### src/rtl/fifo_wr_arbiter.sv
// Round-robin write arbiter: N_REQ valid/ready producers share one FIFO
// write port. A grant lasts up to MAX_BURST beats; on release the next
// winner is picked on the same edge so back-to-back grants have no bubble.
module fifo_wr_arbiter #(
  parameter int N_REQ     = 4,
  parameter int DATA_W    = 16,
  parameter int MAX_BURST = 4
) (
  input  logic                      i_clk,
  input  logic                      i_rst,
  input  logic [N_REQ-1:0]          i_req_valid,
  input  logic [N_REQ*DATA_W-1:0]   i_req_data,
  output logic [N_REQ-1:0]          o_req_ready,
  input  logic                      i_fifo_full,
  output logic                      o_fifo_wr_en,
  output logic [DATA_W-1:0]         o_fifo_din,
  output logic                      o_grant_valid,
  output logic [$clog2(N_REQ)-1:0]  o_grant_id
);
  localparam int IDW   = $clog2(N_REQ);
  localparam int CNT_W = (MAX_BURST > 1) ? $clog2(MAX_BURST) : 1;

  typedef enum logic [0:0] {S_IDLE, S_GRANT} state_t;

  state_t           r_state;
  logic [IDW-1:0]   r_grant_id;
  logic [IDW-1:0]   r_last_id;
  logic [CNT_W-1:0] r_beat_cnt;

  logic                         w_gv;
  logic [N_REQ-1:0]             w_sel;
  logic [N_REQ-1:0][DATA_W-1:0] w_lane_din;
  logic                         w_beat;
  logic                         w_beat_last;
  logic                         w_release;
  logic [IDW:0]                 w_arb_idle;
  logic [IDW:0]                 w_arb_rel;

  // Round-robin pick: first valid index after 'base' (wrapping), so 'base'
  // itself is considered last. Returns {found, index}.
  function automatic logic [IDW:0] f_arb(input logic [IDW-1:0] base,
                                         input logic [N_REQ-1:0] v);
    logic [IDW:0] res;
    int           idx;
    res = '0;
    // Descending scan so the nearest candidate overwrites farther ones.
    for (int k = N_REQ; k >= 1; k--) begin
      idx = int'(base) + k;
      if (idx >= N_REQ) idx = idx - N_REQ;
      if (v[idx[IDW-1:0]]) res = {1'b1, idx[IDW-1:0]};
    end
    return res;
  endfunction

  assign w_gv          = (r_state == S_GRANT);
  assign o_grant_valid = w_gv;
  assign o_grant_id    = r_grant_id;

  // Per-requester ready and data gating; ready never looks at req_valid.
  for (genvar i = 0; i < N_REQ; i++) begin : g_lane
    assign w_sel[i]       = w_gv && (r_grant_id == IDW'(i));
    assign o_req_ready[i] = w_sel[i] && !i_fifo_full;
    assign w_lane_din[i]  = w_sel[i] ? i_req_data[i*DATA_W +: DATA_W] : '0;
  end

  // One-hot select, so OR-ing the gated lanes forms the write-data mux.
  always_comb begin
    o_fifo_din = '0;
    for (int i = 0; i < N_REQ; i++) o_fifo_din = o_fifo_din | w_lane_din[i];
  end

  assign w_beat       = |(i_req_valid & o_req_ready);
  assign o_fifo_wr_en = w_beat;
  assign w_beat_last  = (r_beat_cnt == CNT_W'(MAX_BURST - 1));
  // Grant ends on the last allowed beat or when the owner drops valid;
  // a full stall with valid held is not a release.
  assign w_release    = (w_beat && w_beat_last) || !i_req_valid[r_grant_id];
  assign w_arb_idle   = f_arb(r_last_id, i_req_valid);
  assign w_arb_rel    = f_arb(r_grant_id, i_req_valid);

  // Grant FSM: idle arbitration, burst counting, same-edge re-arbitration.
  always_ff @(posedge i_clk or posedge i_rst) begin
    if (i_rst) begin
      r_state    <= S_IDLE;
      r_grant_id <= '0;
      r_last_id  <= IDW'(N_REQ - 1);
      r_beat_cnt <= '0;
    end else begin
      case (r_state)
        S_IDLE: begin
          if (w_arb_idle[IDW]) begin
            r_state    <= S_GRANT;
            r_grant_id <= w_arb_idle[IDW-1:0];
            r_beat_cnt <= '0;
          end
        end
        S_GRANT: begin
          if (w_release) begin
            r_last_id  <= r_grant_id;
            r_beat_cnt <= '0;
            if (w_arb_rel[IDW]) r_grant_id <= w_arb_rel[IDW-1:0];
            else                r_state    <= S_IDLE;
          end else if (w_beat) begin
            r_beat_cnt <= r_beat_cnt + 1'b1;
          end
        end
        default: r_state <= S_IDLE;
      endcase
    end
  end

  a_ready_onehot: assert property (@(posedge i_clk) disable iff (i_rst)
    $onehot0(o_req_ready));
  a_no_write_full: assert property (@(posedge i_clk) disable iff (i_rst)
    o_fifo_wr_en |-> !i_fifo_full);
  a_cnt_range: assert property (@(posedge i_clk) disable iff (i_rst)
    int'(r_beat_cnt) < MAX_BURST);

endmodule

### config.mk
export PLATFORM = sky130hd
export DESIGN_NAME = fifo_wr_arbiter
export DESIGN_NICKNAME = d
export VERILOG_FILES = /design/src/rtl/fifo_wr_arbiter.sv
export SDC_FILE = /design/constraint.sdc
export NUM_CORES = 1
export LEC_CHECK = 0
export BUFFER_PORTS_ARGS = -buffer_cell sky130_fd_sc_hd__buf_4
export CORE_UTILIZATION = 25
export DETAILED_ROUTE_END_ITERATION = 6
export GPL_TIMING_DRIVEN = 0
export HOLD_SLACK_MARGIN = 0.08
export SLEW_MARGIN = 20
export SYNTH_ARGS = -nofsm -noshare
export SYNTH_HDL_FRONTEND = slang
export SYNTH_SLANG_ARGS = --single-unit
### constraint.sdc
create_clock -name i_clk -period 3.1 [get_ports i_clk]
set_input_delay 0.155 -clock i_clk [delete_from_list [all_inputs] [get_ports i_clk]]
set_output_delay 0.155 -clock i_clk [all_outputs]
set_load 0.03 [all_outputs]
==> results of run 1 <==
[registers in the layout (all words and copies together) (netlist names)]
name,cells
o_grant_valid,1
r_beat_cnt,2
o_grant_id,2
r_last_id,2
[power groups by stage]
| stage | combinational, mW | clock [mW] | sequential [mW] |
|---|---|---|---|
| after floorplan | 1.05 | 0 | 0.201 |
| after global placement | 1.58 | 0 | 0.186 |
| after detailed placement | 1.57 | 0 | 0.184 |
| after CTS | 1.57 | 0.136 | 0.183 |
| after global routing | 1.70 | 0.138 | 0.190 |
| final | 1.57 | 0.132 | 0.185 |
[cell type report]
class | count | area, um^2
buffer | 16 | 115
inverter | 10 | 38.8
tap | 52 | 65.1
multi-input combinational | 128 | 865
timing repair buffer | 91 | 686
fill | 467 | 2480
clock buffer | 4 | 45.0
sequential | 7 | 178
[layout by cell type (no fill, tap or decap), drive strengths merged, types with 2 or more instances in the layout]
master,Yosys,layout
nor2,5,5
dfstp,2,2
clkbuf,9,13
inv,9,9
ha,5,5
a211oi,3,3
a21oi,5,5
mux2,4,4
buf,7,97
nand2,23,23
dfrtp,5,5
a2111oi,2,2
nand2b,2,2
mux2i,4,4
nor2b,8,8
a22oi,34,34
o21ai,6,6
nand3,7,7
and2,4,4
nor3,2,2
o211ai,2,2
[tightest hold or removal path: stages]
cell,delay [ps]
sky130_fd_sc_hd__buf_6,100
sky130_fd_sc_hd__nor2_1,50
sky130_fd_sc_hd__nand2_1,130
[per-stage QoR]
| stage | power, mW | util | worst slack (ps) | cell area [um^2] |
|---|---|---|---|---|
| 3_3_place_gp | 1.76 | 0.433 | 618 | 1940 |
| 5_1_grt | 2.02 | 0.445 | 185 | 1990 |
| 4_1_cts | 1.89 | 0.445 | 390 | 1990 |
| 6_report | 1.88 | 0.445 | 417 | 1990 |
| 3_5_place_dp | 1.75 | 0.433 | 656 | 1940 |
| 2_1_floorplan | 1.25 | - | 777 | 1200 |
[routing by layer]
metal | routed length (um) | track usage | up-vias
met5 | 0 | 0 | -
met1 | 1790 | 0.196 | 697
met2 | 2080 | 0.275 | 71
met4 | 49 | 0.0400 | 0
met3 | 388 | 0.0427 | 6
li1 | - | - | 786
[how the worst max path moves through the flow]
stage / from / to / slack (ps) / cells past startpoint
floorplan: o_grant_id[0]$_DFFE_PP0P_ / o_req_ready[2] / 780 / 7
global placement: o_grant_id[0]$_DFFE_PP0P_ / o_fifo_din[9] / 620 / 9
detailed placement: o_grant_id[0]$_DFFE_PP0P_ / o_fifo_din[9] / 660 / 9
CTS: o_grant_id[0]$_DFFE_PP0P_ / o_fifo_din[9] / 390 / 9
global route: o_grant_id[0]$_DFFE_PP0P_ / o_fifo_din[5] / 180 / 9
finish: o_grant_id[0]$_DFFE_PP0P_ / o_fifo_din[9] / 420 / 9
[repair_timing]
action,4_1_cts,5_1_grt
hold buffers,1,0
hold endpoints to repair,5,0
setup buffers,0,0
[logic make-up after synthesis]
family / after synthesis / synth area share
buf+inv: 26 / 0.129
flops: 7 / 0.149
compound gates: 56 / 0.334
simple gates: 59 / 0.249
fa+ha+maj: 5 / 0.0523
mux: 8 / 0.0879
==> impl_results.rst, run 1 <==
.. list-table::
   :header-rows: 1

   * - Metric
     - Value
   * - Count of TritonRoute iterations in the first routing pass
     - 7
   * - Gate count of the mapped netlist
     - 161
   * - Launching point of the worst reg2reg path
     - o_grant_id[0]$_DFFE_PP0P_
   * - Hold Path Depth
     - 3
   * - Sequential area share after synthesis
     - 0.149
   * - Number of vias after detailed routing
     - 1,560
   * - Num rows
     - 24
   * - Signal arrival time at the worst endpoint
     - 2530 ps
   * - Number of global-route vias before repair
     - 1,429
   * - Final global-route overflow total
     - 0
   * - # port buffers
     - 90
   * - Proportion of total power due to net switching
     - 0.538
   * - Antenna violations before repair
     - 0
   * - Terminus of the critical flop-to-flop path
     - o_grant_id[1]$_DFFE_PP0P_
   * - Diode insertion count for antenna repair
     - 0
   * - Power density over the cells
     - about 950 nW/um^2
   * - Placed Cells
     - 303
   * - Die Footprint
     - roughly 5100 um^2
   * - Internal power component
     - 0.871 mW
   * - Routability Congestion
     - 0.830
   * - Final critical path time including I/O delays and setup
     - 2680 ps
   * - Buffers and inverters on the worst path
     - 5
   * - Final hold violations
     - 0
   * - Type of the setup path with the least slack
     - reg -> out
   * - Setup repair after global routing missed its margin
     - false
   * - Via density per instance
     - 5.06
   * - Final Max Slew Viols
     - 0
   * - Synth top cells by count
     - sky130_fd_sc_hd__a22oi_1, sky130_fd_sc_hd__nand2_1, sky130_fd_sc_hd__inv_1
   * - Proportion of layout cells with a drive suffix above 1
     - 0.438
   * - Global-route wire length before repair
     - 6.54 mm
   * - Number of nets in the finished design
     - 333
   * - Post-synth EDFFs
     - 0
   * - Net Sw Power
     - 1.01 mW
   * - Violation count after the first detailed-routing iteration
     - 95
   * - Cell types occupying the most area after synthesis
     - sky130_fd_sc_hd__a22oi_1, sky130_fd_sc_hd__dfrtp_1, sky130_fd_sc_hd__nand2_1, sky130_fd_sc_hd__ha_1, sky130_fd_sc_hd__dfstp_2
   * - Relative contribution of combinational cells to total power
     - 0.832
   * - Hold_ws
     - approximately 260 ps
   * - Area of the mapped netlist
     - 1200 um^2
   * - Slowest library cell on the worst path
     - sky130_fd_sc_hd__dfrtp_1
   * - Worst Hold Path EP
     - o_grant_valid$_DFF_PP0_
   * - Number of buffers on the longest clock path
     - 2
   * - Maximum number of pins on one net before global-route repair
     - 11
   * - Seq cells post-synth
     - 7
   * - TritonCTS clock tree
     - yes
   * - Number of ports placed on the die boundary
     - 95
   * - Setup-violating endpoint count in the final report
     - 0
   * - Mean Syn Cell Area
     - 7.43 um^2
   * - Portion of total power attributed to sequential cells
     - 0.098
   * - Yosys top cell by area
     - sky130_fd_sc_hd__a22oi_1
   * - Violated checks
     - design-rule violations
   * - Type of element capturing the critical path
     - output port
   * - CTS Root Cell
     - sky130_fd_sc_hd__clkbuf_8
   * - Worst-Margin Slew
     - 478 ps
   * - Initial cell density of the core
     - 0.267
   * - Most numerous cell in the Yosys netlist
     - sky130_fd_sc_hd__a22oi_1
   * - Fraction of power consumed by the clock network
     - 0.070
   * - Die Y
     - 71.2 um
   * - Area growth syn-to-layout
     - 66.5%
   * - Number of instances resized during post-cts repair
     - 0
   * - Area of the placeable core
     - approximately 4500 um^2
   * - Sum Neg Setup Slack
     - 0 ps
   * - Dominant synthesized flop cell
     - sky130_fd_sc_hd__dfrtp_1
   * - Critical path startpoint category
     - flip-flop
   * - Global-route usage over all layers
     - 0.160
   * - Worst relative slew slack
     - 0.681
   * - Worst min-delay path class
     - in -> reg
   * - Clk pin slew, worst setup/hold paths
     - 40 ps
   * - DRC errors left
     - 12
   * - Cell Chain, Critical Path
     - buf_4 -> inv_1 -> ha_1 -> and2_1 -> clkbuf_1 -> clkbuf_1 -> a22oi_1 -> nand2_1 -> buf_4
   * - Worst Path Max Fanout
     - 10
   * - Fraction of synthesized cell area taken by the top area cell type
     - 0.213
   * - Cell leakage power
     - around 1 nW
   * - Share of the cycle needed by the critical path after routing
     - 0.865
   * - Drt wl/cell
     - around 14 um
   * - Antenna-violating nets left
     - 0
   * - Cell family with the largest share of critical-path delay
     - buffers and inverters
   * - Clock insertion delay at the later pin of the skew report
     - 230 ps
   * - Maximum vdd ir drop
     - roughly 520 uV
   * - Max Cap Viol
     - 0
   * - Req. time, crit path
     - 2940 ps
   * - Number of distinct library cells after synthesis
     - 42
   * - Number of nets in the synthesized netlist
     - 237
   * - Share of synthesized flip-flops with an asynchronous set or reset
     - 1.00
   * - Clock buffers created by TritonCTS
     - 3
   * - Die W
     - 71.2 um
   * - Reg-to-reg slack, setup
     - between 700 and 800 ps
   * - Post-detailed-routing wire length
     - 4.32 mm
   * - H-tree depth reported by CTS
     - 1
   * - Post-route clock skew
     - 3.01 ps
   * - Number of warning messages in the yosys log
     - 0
   * - Logic depth of the worst register-to-register path
     - 8
   * - HPWL after detailed placement
     - about 3.4 mm
   * - Number of sinks on the clock net
     - 7
   * - Final std cells w/o fill
     - 308
   * - Fmax achieved
     - 0.373 GHz
   * - Stage delay of the slowest cell on the critical path
     - 470 ps
   * - Run status
     - complete, but fails checks
   * - Startpoint of the lowest-slack hold path
     - i_req_valid[1]
Note: power is estimated with default switching activity, not from simulation.
==> run 2, diff against run 1 <==
--- a/config.mk
+++ b/config.mk
@@ -5,6 +5,7 @@
 export SDC_FILE = /design/constraint.sdc
 export NUM_CORES = 1
 export LEC_CHECK = 0
+export ABC_AREA = 1
 export BUFFER_PORTS_ARGS = -buffer_cell sky130_fd_sc_hd__buf_4
 export CORE_UTILIZATION = 25
 export DETAILED_ROUTE_END_ITERATION = 6
==> run 2 against run 1 <==
The run now ends clean. Via count is 17% higher. Sequential share of layout area down 0.20 points. Critical path depth is 1 lower. First-iteration DRC count is 32% lower. Utilization rose by 0.73 points. Wire length increased by 12%. Worst hold slack improved by 160 ps. Final cell count grew 26%. Clock power decreased by 4%. Cell area increased by 2.3%. Clock skew up 1.7 ps. Synthesized area grew 1.4%. Critical path type unchanged.
==> impl_results.rst, run 2 <==
.. list-table::
   :header-rows: 1

   * - Metric
     - Value
   * - Number of vias after detailed routing
     - ~1,800
   * - Dominant synthesized flop cell
     - sky130_fd_sc_hd__dfrtp_1
   * - Via density per instance
     - 4.72
   * - Diode insertion count for antenna repair
     - 0
   * - Type of element capturing the critical path
     - output port
   * - Maximum number of pins on one net before global-route repair
     - 11
   * - Count of TritonRoute iterations in the first routing pass
     - 4
   * - Cell types occupying the most area after synthesis
     - sky130_fd_sc_hd__nand2_1, sky130_fd_sc_hd__dfrtp_1, sky130_fd_sc_hd__nand4_1, sky130_fd_sc_hd__inv_1, sky130_fd_sc_hd__ha_1
   * - Final Max Slew Viols
     - 0
   * - Initial cell density of the core
     - 0.269
   * - Number of nets in the synthesized netlist
     - 312
   * - Die Y
     - 71.6 um
   * - Number of distinct library cells after synthesis
     - 19
   * - Gate count of the mapped netlist
     - 236
   * - DRC errors left
     - 0
   * - Antenna-violating nets left
     - 0
   * - Most numerous cell in the Yosys netlist
     - sky130_fd_sc_hd__nand2_1
   * - Overall power of the completed layout
     - 2.04 mW
   * - Routability Congestion
     - between 0.8 and 0.9
   * - Global-route wire length before repair
     - approximately 7.6 mm
   * - Cell area after placement
     - 1980 um^2
   * - Antenna violations before repair
     - 0
   * - Synth top cells by count
     - sky130_fd_sc_hd__nand2_1, sky130_fd_sc_hd__inv_1, sky130_fd_sc_hd__nand4_1
   * - Clk pin slew, worst setup/hold paths
     - 40 ps
   * - Number of buffers on the longest clock path
     - 2
   * - Maximum vdd ir drop
     - ~450 uV
   * - Hold_ws
     - approximately 420 ps
   * - Number of sinks on the clock net
     - 7
   * - Sequential area share after synthesis
     - 0.147
   * - Global-route usage over all layers
     - 0.185
   * - Cell leakage power
     - 1.16 nW
   * - Setup-violating endpoint count in the final report
     - 0
   * - Most common library cell in the layout ignoring fill and taps
     - sky130_fd_sc_hd__nand2_1
   * - Number of warning messages in the yosys log
     - 0
   * - Max Cap Viol
     - 0
   * - Sum Neg Setup Slack
     - 0 ps
   * - Die W
     - 71.6 um
   * - Proportion of layout cells with a drive suffix above 1
     - 0.331
   * - Type of the setup path with the least slack
     - reg -> out
   * - Number of nets in the finished design
     - 412
   * - Number of global-route vias before repair
     - between 1,500 and 2,000
   * - Number of ports placed on the die boundary
     - 95
   * - Worst-Margin Slew
     - approximately 500 ps
   * - Yosys top cell by area
     - sky130_fd_sc_hd__nand2_1
   * - H-tree depth reported by CTS
     - 1
   * - Area of the placeable core
     - ~4500 um^2
   * - Final critical path time including I/O delays and setup
     - around 2300 ps
   * - Clock insertion delay at the later pin of the skew report
     - 230 ps
   * - Setup repair after global routing missed its margin
     - false
   * - CTS Root Cell
     - sky130_fd_sc_hd__clkbuf_8
   * - Share of the cycle needed by the critical path after routing
     - 0.754
   * - Fraction of synthesized cell area taken by the top area cell type
     - 0.418
   * - Num rows
     - 24
   * - Signal arrival time at the worst endpoint
     - 2180 ps
   * - Worst min-delay path class
     - in -> async
   * - Drt wl/cell
     - 12.5 um
   * - TritonCTS clock tree
     - yes
   * - Power density over the cells
     - 998 nW/um^2
   * - Violation count after the first detailed-routing iteration
     - 65
   * - Worst Path Max Fanout
     - 10
   * - Mean Syn Cell Area
     - 5.14 um^2
   * - Worst relative slew slack
     - 0.670
   * - Final hold violations
     - 0
   * - Area of the mapped netlist
     - 1210 um^2
   * - Number of instances resized during post-cts repair
     - 0
   * - HPWL after detailed placement
     - 3.94 mm
   * - Fmax achieved
     - 0.428 GHz
   * - Commonest cells after routing, fill and taps aside
     - sky130_fd_sc_hd__nand2_1, sky130_fd_sc_hd__buf_4, sky130_fd_sc_hd__inv_1
   * - Post-synth EDFFs
     - 0
   * - Post-detailed-routing wire length
     - 4.85 mm
   * - Critical path startpoint category
     - flip-flop
   * - Post-route clock skew
     - 4.75 ps
   * - Share of synthesized flip-flops with an asynchronous set or reset
     - 1.00
   * - Final global-route overflow total
     - 0
   * - Die Footprint
     - 5130 um^2
   * - Req. time, crit path
     - 2940 ps
   * - Non-Filler Cell Area, Final
     - approximately 2000 um^2
   * - Area growth syn-to-layout
     - 68.1%
   * - # port buffers
     - between 90 and 100
   * - Seq cells post-synth
     - 7
   * - Clock buffers created by TritonCTS
     - 3
   * - Run status
     - complete, no violations
==> run 2: layer usage <==
metal  global-route usage  wire, um  vias to the layer above
met5                    0         0                        -
li1                     -         -                      944
met1                0.237      2090                      808
met3               0.0281       439                        4
met2                0.335      2300                       70
met4               0.0261        23                        0
==> run 2: layout make-up <==
type                    instances  area, um^2
plain buffers                   7        48.8
clock buffers                   4        45.0
fillers                       503        2470
inverters                      22        87.6
multi-input cells             200         898
flip-flops and latches          7         178
well taps                      52        65.1
repair buffers                 95         716
==> run 2: per-stage QoR <==
step	instances	util	setup slack, ps
floorplan	236	-	855
global placement	382	0.440	1010
detailed placement	382	0.440	999
CTS	387	0.453	756
global route	387	0.453	639
finish	387	0.453	762
==> run 2: path summary, 6_finish.rpt <==
| path | startpoint | end | slack, ps | depth (start not counted) |
|---|---|---|---|---|
| max | o_grant_id[1]$_DFFE_PP0P_ | o_fifo_din[5] | 760 | 8 |
| min | i_rst | o_grant_id[0]$_DFFE_PP0P_ | 420 | 3 |
| max reg2reg | o_grant_id[1]$_DFFE_PP0P_ | o_grant_id[0]$_DFFE_PP0P_ | 1230 | 10 |
| min reg2reg | r_beat_cnt[0]$_DFFE_PP0P_ | r_beat_cnt[0]$_DFFE_PP0P_ | 480 | 1 |
| max in group asynchronous | i_rst | r_last_id[1]$_DFFE_PP1P_ | 2410 | 3 |
| min in group i_clk | r_beat_cnt[0]$_DFFE_PP0P_ | r_beat_cnt[0]$_DFFE_PP0P_ | 480 | 1 |
==> run 2: kinds of logic after synthesis <==
group                    synth area share
adder cells (fa/ha/maj)            0.0516
flip-flops                          0.147
buffers and inverters               0.112
AO/OA/AOI/OAI                      0.0661
AND/OR/NAND/NOR                     0.623
==> run 2: worst max-delay path, cell delays in order (launching register included) <==
cell and delay (ps):
sky130_fd_sc_hd__dfrtp_1 480, sky130_fd_sc_hd__inv_1 200, sky130_fd_sc_hd__ha_1 190, sky130_fd_sc_hd__nand2_2 60
sky130_fd_sc_hd__inv_1 190, sky130_fd_sc_hd__clkbuf_1 430, sky130_fd_sc_hd__nand2_1 110, sky130_fd_sc_hd__nand4_1 120
sky130_fd_sc_hd__buf_4 170
==> run 2: where the power goes <==
part           switching (mW)  internal [mW]  leakage, nW
clock                  0.0385         0.0889       0.0228
sequential             0.0423          0.135       0.0825
combinational            1.12          0.615         1.05
==> run 2: repair_timing <==
item | in CTS | in global routing
hold endpoints to repair | 5 | 0
endpoints found under the setup margin | 0 | 0
buffers inserted | 0 | 0
hold buffers | 1 | 0
==> run 3, diff against run 2 <==
==> constraint.sdc (replaced) <==
create_clock -name i_clk -period 2.1 [get_ports i_clk]
set_input_delay 0.105 -clock i_clk [delete_from_list [all_inputs] [get_ports i_clk]]
set_output_delay 0.105 -clock i_clk [all_outputs]
set_load 0.03 [all_outputs]
==> run 3 against run 2 <==
Total power up 54%. Wire length is 5.2% lower. Worst hold slack worse by 45 ps. Sequential share of layout area fell by 0.27 points. Cell area grew 3.3%. Final cell count is 0.26% lower. Clock-buffer cell count is the same. Setup slack got worse by 600 ps. Global-route usage down 1.4 points. First-iteration DRC count up 12%. Sequential cell count is the same. Largest cell class unchanged.
==> impl_results.rst, run 3 (same netlist as run 2, synthesis figures left out) <==
.. list-table::
   :header-rows: 1

   * - Metric
     - Value
   * - Number of sinks on the clock net
     - 7
   * - Critical path startpoint category
     - flip-flop
   * - DRC errors left
     - 0
   * - Power density over the cells
     - roughly 1500 nW/um^2
   * - Violation count after the first detailed-routing iteration
     - 73
   * - Global-route wire length before repair
     - between 7 and 8 mm
   * - Routability Congestion
     - 0.816
   * - Final critical path time including I/O delays and setup
     - between 1500 and 2000 ps
   * - Die W
     - 71.6 um
   * - Clock insertion delay at the later pin of the skew report
     - 230 ps
   * - Antenna violations before repair
     - 0
   * - Initial cell density of the core
     - 0.269
   * - Reg-to-reg slack, setup
     - 260 ps
   * - Terminus of the critical flop-to-flop path
     - o_grant_id[0]$_DFFE_PP0P_
   * - Number of buffers on the longest clock path
     - 2
   * - Core occupancy in the finished layout
     - 0.467
   * - CTS Root Cell
     - sky130_fd_sc_hd__clkbuf_8
   * - Worst-Margin Slew
     - 490 ps
   * - Placement Setup Slack
     - between 100 and 150 ps
   * - Number of nets in the finished design
     - 411
   * - Fmax achieved
     - 0.517 GHz
   * - Share of the cycle needed by the critical path after routing
     - 0.921
   * - Final hold violations
     - 0
   * - Req. time, crit path
     - 2000 ps
   * - Final Max Slew Viols
     - 0
   * - Clock buffers created by TritonCTS
     - 3
   * - Filler instances
     - 472
   * - Area of the placeable core
     - 4500 um^2
   * - # port buffers
     - 94
   * - Commonest cells after routing, fill and taps aside
     - sky130_fd_sc_hd__nand2_1, sky130_fd_sc_hd__buf_4, sky130_fd_sc_hd__nand4_1
   * - Max Cap Viol
     - 0
   * - Worst min-delay path class
     - in -> async
   * - Type of the setup path with the least slack
     - reg -> out
   * - Run status
     - complete, no violations
   * - Most common library cell in the layout ignoring fill and taps
     - sky130_fd_sc_hd__nand2_1
   * - Die Y
     - between 70 and 80 um
   * - Launching point of the worst reg2reg path
     - o_grant_id[1]$_DFFE_PP0P_
   * - Diode insertion count for antenna repair
     - 0
   * - Number of global-route vias before repair
     - 1,590
   * - H-tree depth reported by CTS
     - 1
   * - Die Footprint
     - 5130 um^2
   * - HPWL after detailed placement
     - 3.75 mm
   * - Setup-violating endpoint count in the final report
     - 0
   * - Maximum number of pins on one net before global-route repair
     - 17
   * - Final global-route overflow total
     - 0
   * - Clk pin slew, worst setup/hold paths
     - 40 ps
   * - Final setup margin
     - between 150 and 200 ps
   * - Logic depth of the worst register-to-register path
     - 10
   * - Drt wl/cell
     - 11.9 um
   * - Post-route clock skew
     - 4.18 ps
   * - Cell area after placement
     - about 2000 um^2
   * - Number of vias after detailed routing
     - between 1,500 and 2,000
   * - Area growth syn-to-layout
     - 73.6%
   * - Setup repair after global routing missed its margin
     - false
   * - Via density per instance
     - 4.69
   * - TritonCTS clock tree
     - yes
   * - Count of TritonRoute iterations in the first routing pass
     - 4
   * - Proportion of layout cells with a drive suffix above 1
     - 0.362
   * - Maximum vdd ir drop
     - 663 uV
   * - Worst relative slew slack
     - 0.673
   * - Sum Neg Setup Slack
     - 0 ps
   * - Type of element capturing the critical path
     - output port
   * - Signal arrival time at the worst endpoint
     - 1830 ps
   * - Global-route usage over all layers
     - 0.172
   * - Antenna-violating nets left
     - 0
   * - Non-Filler Cell Area, Final
     - 2100 um^2
   * - Num rows
     - 24
   * - Number of ports placed on the die boundary
     - 95
   * - Cell leakage power
     - around 1.2 nW
   * - Post-detailed-routing wire length
     - 4.60 mm
   * - Worst Path Max Fanout
     - 16
==> run 3: cell types whose count changed in the layout (fill, tap and decap cells not counted), sizes merged <==
cell / change
buf: +3
clkbuf: -4
clkinvlp: +3
inv: -3
==> run 3: through the flow <==
stage | total power [mW] | instances | hold WS, ps
after CTS | 2.99 | 383 | 378
after global placement | 2.81 | 382 | 55.3
after detailed placement | 2.81 | 382 | 63.7
final | 3.13 | 386 | 374
after floorplan | 1.99 | 236 | -93.1
after global routing | 3.43 | 386 | 406
==> run 3: routing by layer <==
| layer | up-vias | routed length (um) | GRT usage |
|---|---|---|---|
| li1 | 941 | - | - |
| met1 | 765 | 1830 | 0.209 |
| met2 | 100 | 2240 | 0.320 |
| met3 | 4 | 500 | 0.0295 |
| met4 | 0 | 27 | 0.0261 |
| met5 | - | 0 | 0 |
==> run 3: worst max-delay path: stages, from the launching register on <==
cell and delay, ps:
sky130_fd_sc_hd__dfrtp_1 490, sky130_fd_sc_hd__inv_1 160, sky130_fd_sc_hd__ha_1 210, sky130_fd_sc_hd__nand2_2 100, sky130_fd_sc_hd__clkinvlp_4 100, sky130_fd_sc_hd__buf_12 150, sky130_fd_sc_hd__nand2_1 60, sky130_fd_sc_hd__nand4_1 130
sky130_fd_sc_hd__buf_4 200
==> run 3: report_power, final <==
part           switching, mW  internal, mW
combinational           1.66          1.03
sequential            0.0606         0.200
clock                 0.0583         0.131
total                   1.77          1.36
==> run 3: worst max path at each step <==
stage	cells after the start	to	slack (ps)	start
floorplan	12	o_grant_id[1]$_DFFE_PP0P_	30	o_grant_id[0]$_DFFE_PP0P_
global placement	8	o_fifo_din[5]	90	o_grant_id[1]$_DFFE_PP0P_
detailed placement	8	o_fifo_din[11]	110	o_grant_id[1]$_DFFE_PP0P_
CTS	7	o_fifo_din[2]	80	o_grant_id[1]$_DFFE_PP0P_
global route	10	o_grant_id[0]$_DFFE_PP0P_	4	o_grant_id[1]$_DFFE_PP0P_
finish	8	o_fifo_din[2]	170	o_grant_id[1]$_DFFE_PP0P_
==> run 3: final cells by class <==
| type | count | area [um^2] | share of cell area |
|---|---|---|---|
| plain buffers | 3 | 33.8 | 0.0161 |
| clock buffers | 4 | 45.0 | 0.0214 |
| inverters | 22 | 98.8 | 0.0470 |
| multi-input cells | 200 | 908 | 0.432 |
| flip-flops and latches | 7 | 178 | 0.0844 |
| well taps | 52 | 65.1 | 0.0309 |
| repair buffers | 98 | 776 | 0.369 |
==> run 3: timing repair <==
item | 4_1_cts | 5_1_grt
hold buffers | 1 | 0
setup endpoints to repair | 15 | 16
buffers inserted | 0 | 3
resized for setup | 0 | 3
hold endpoints to repair | 7 | 0
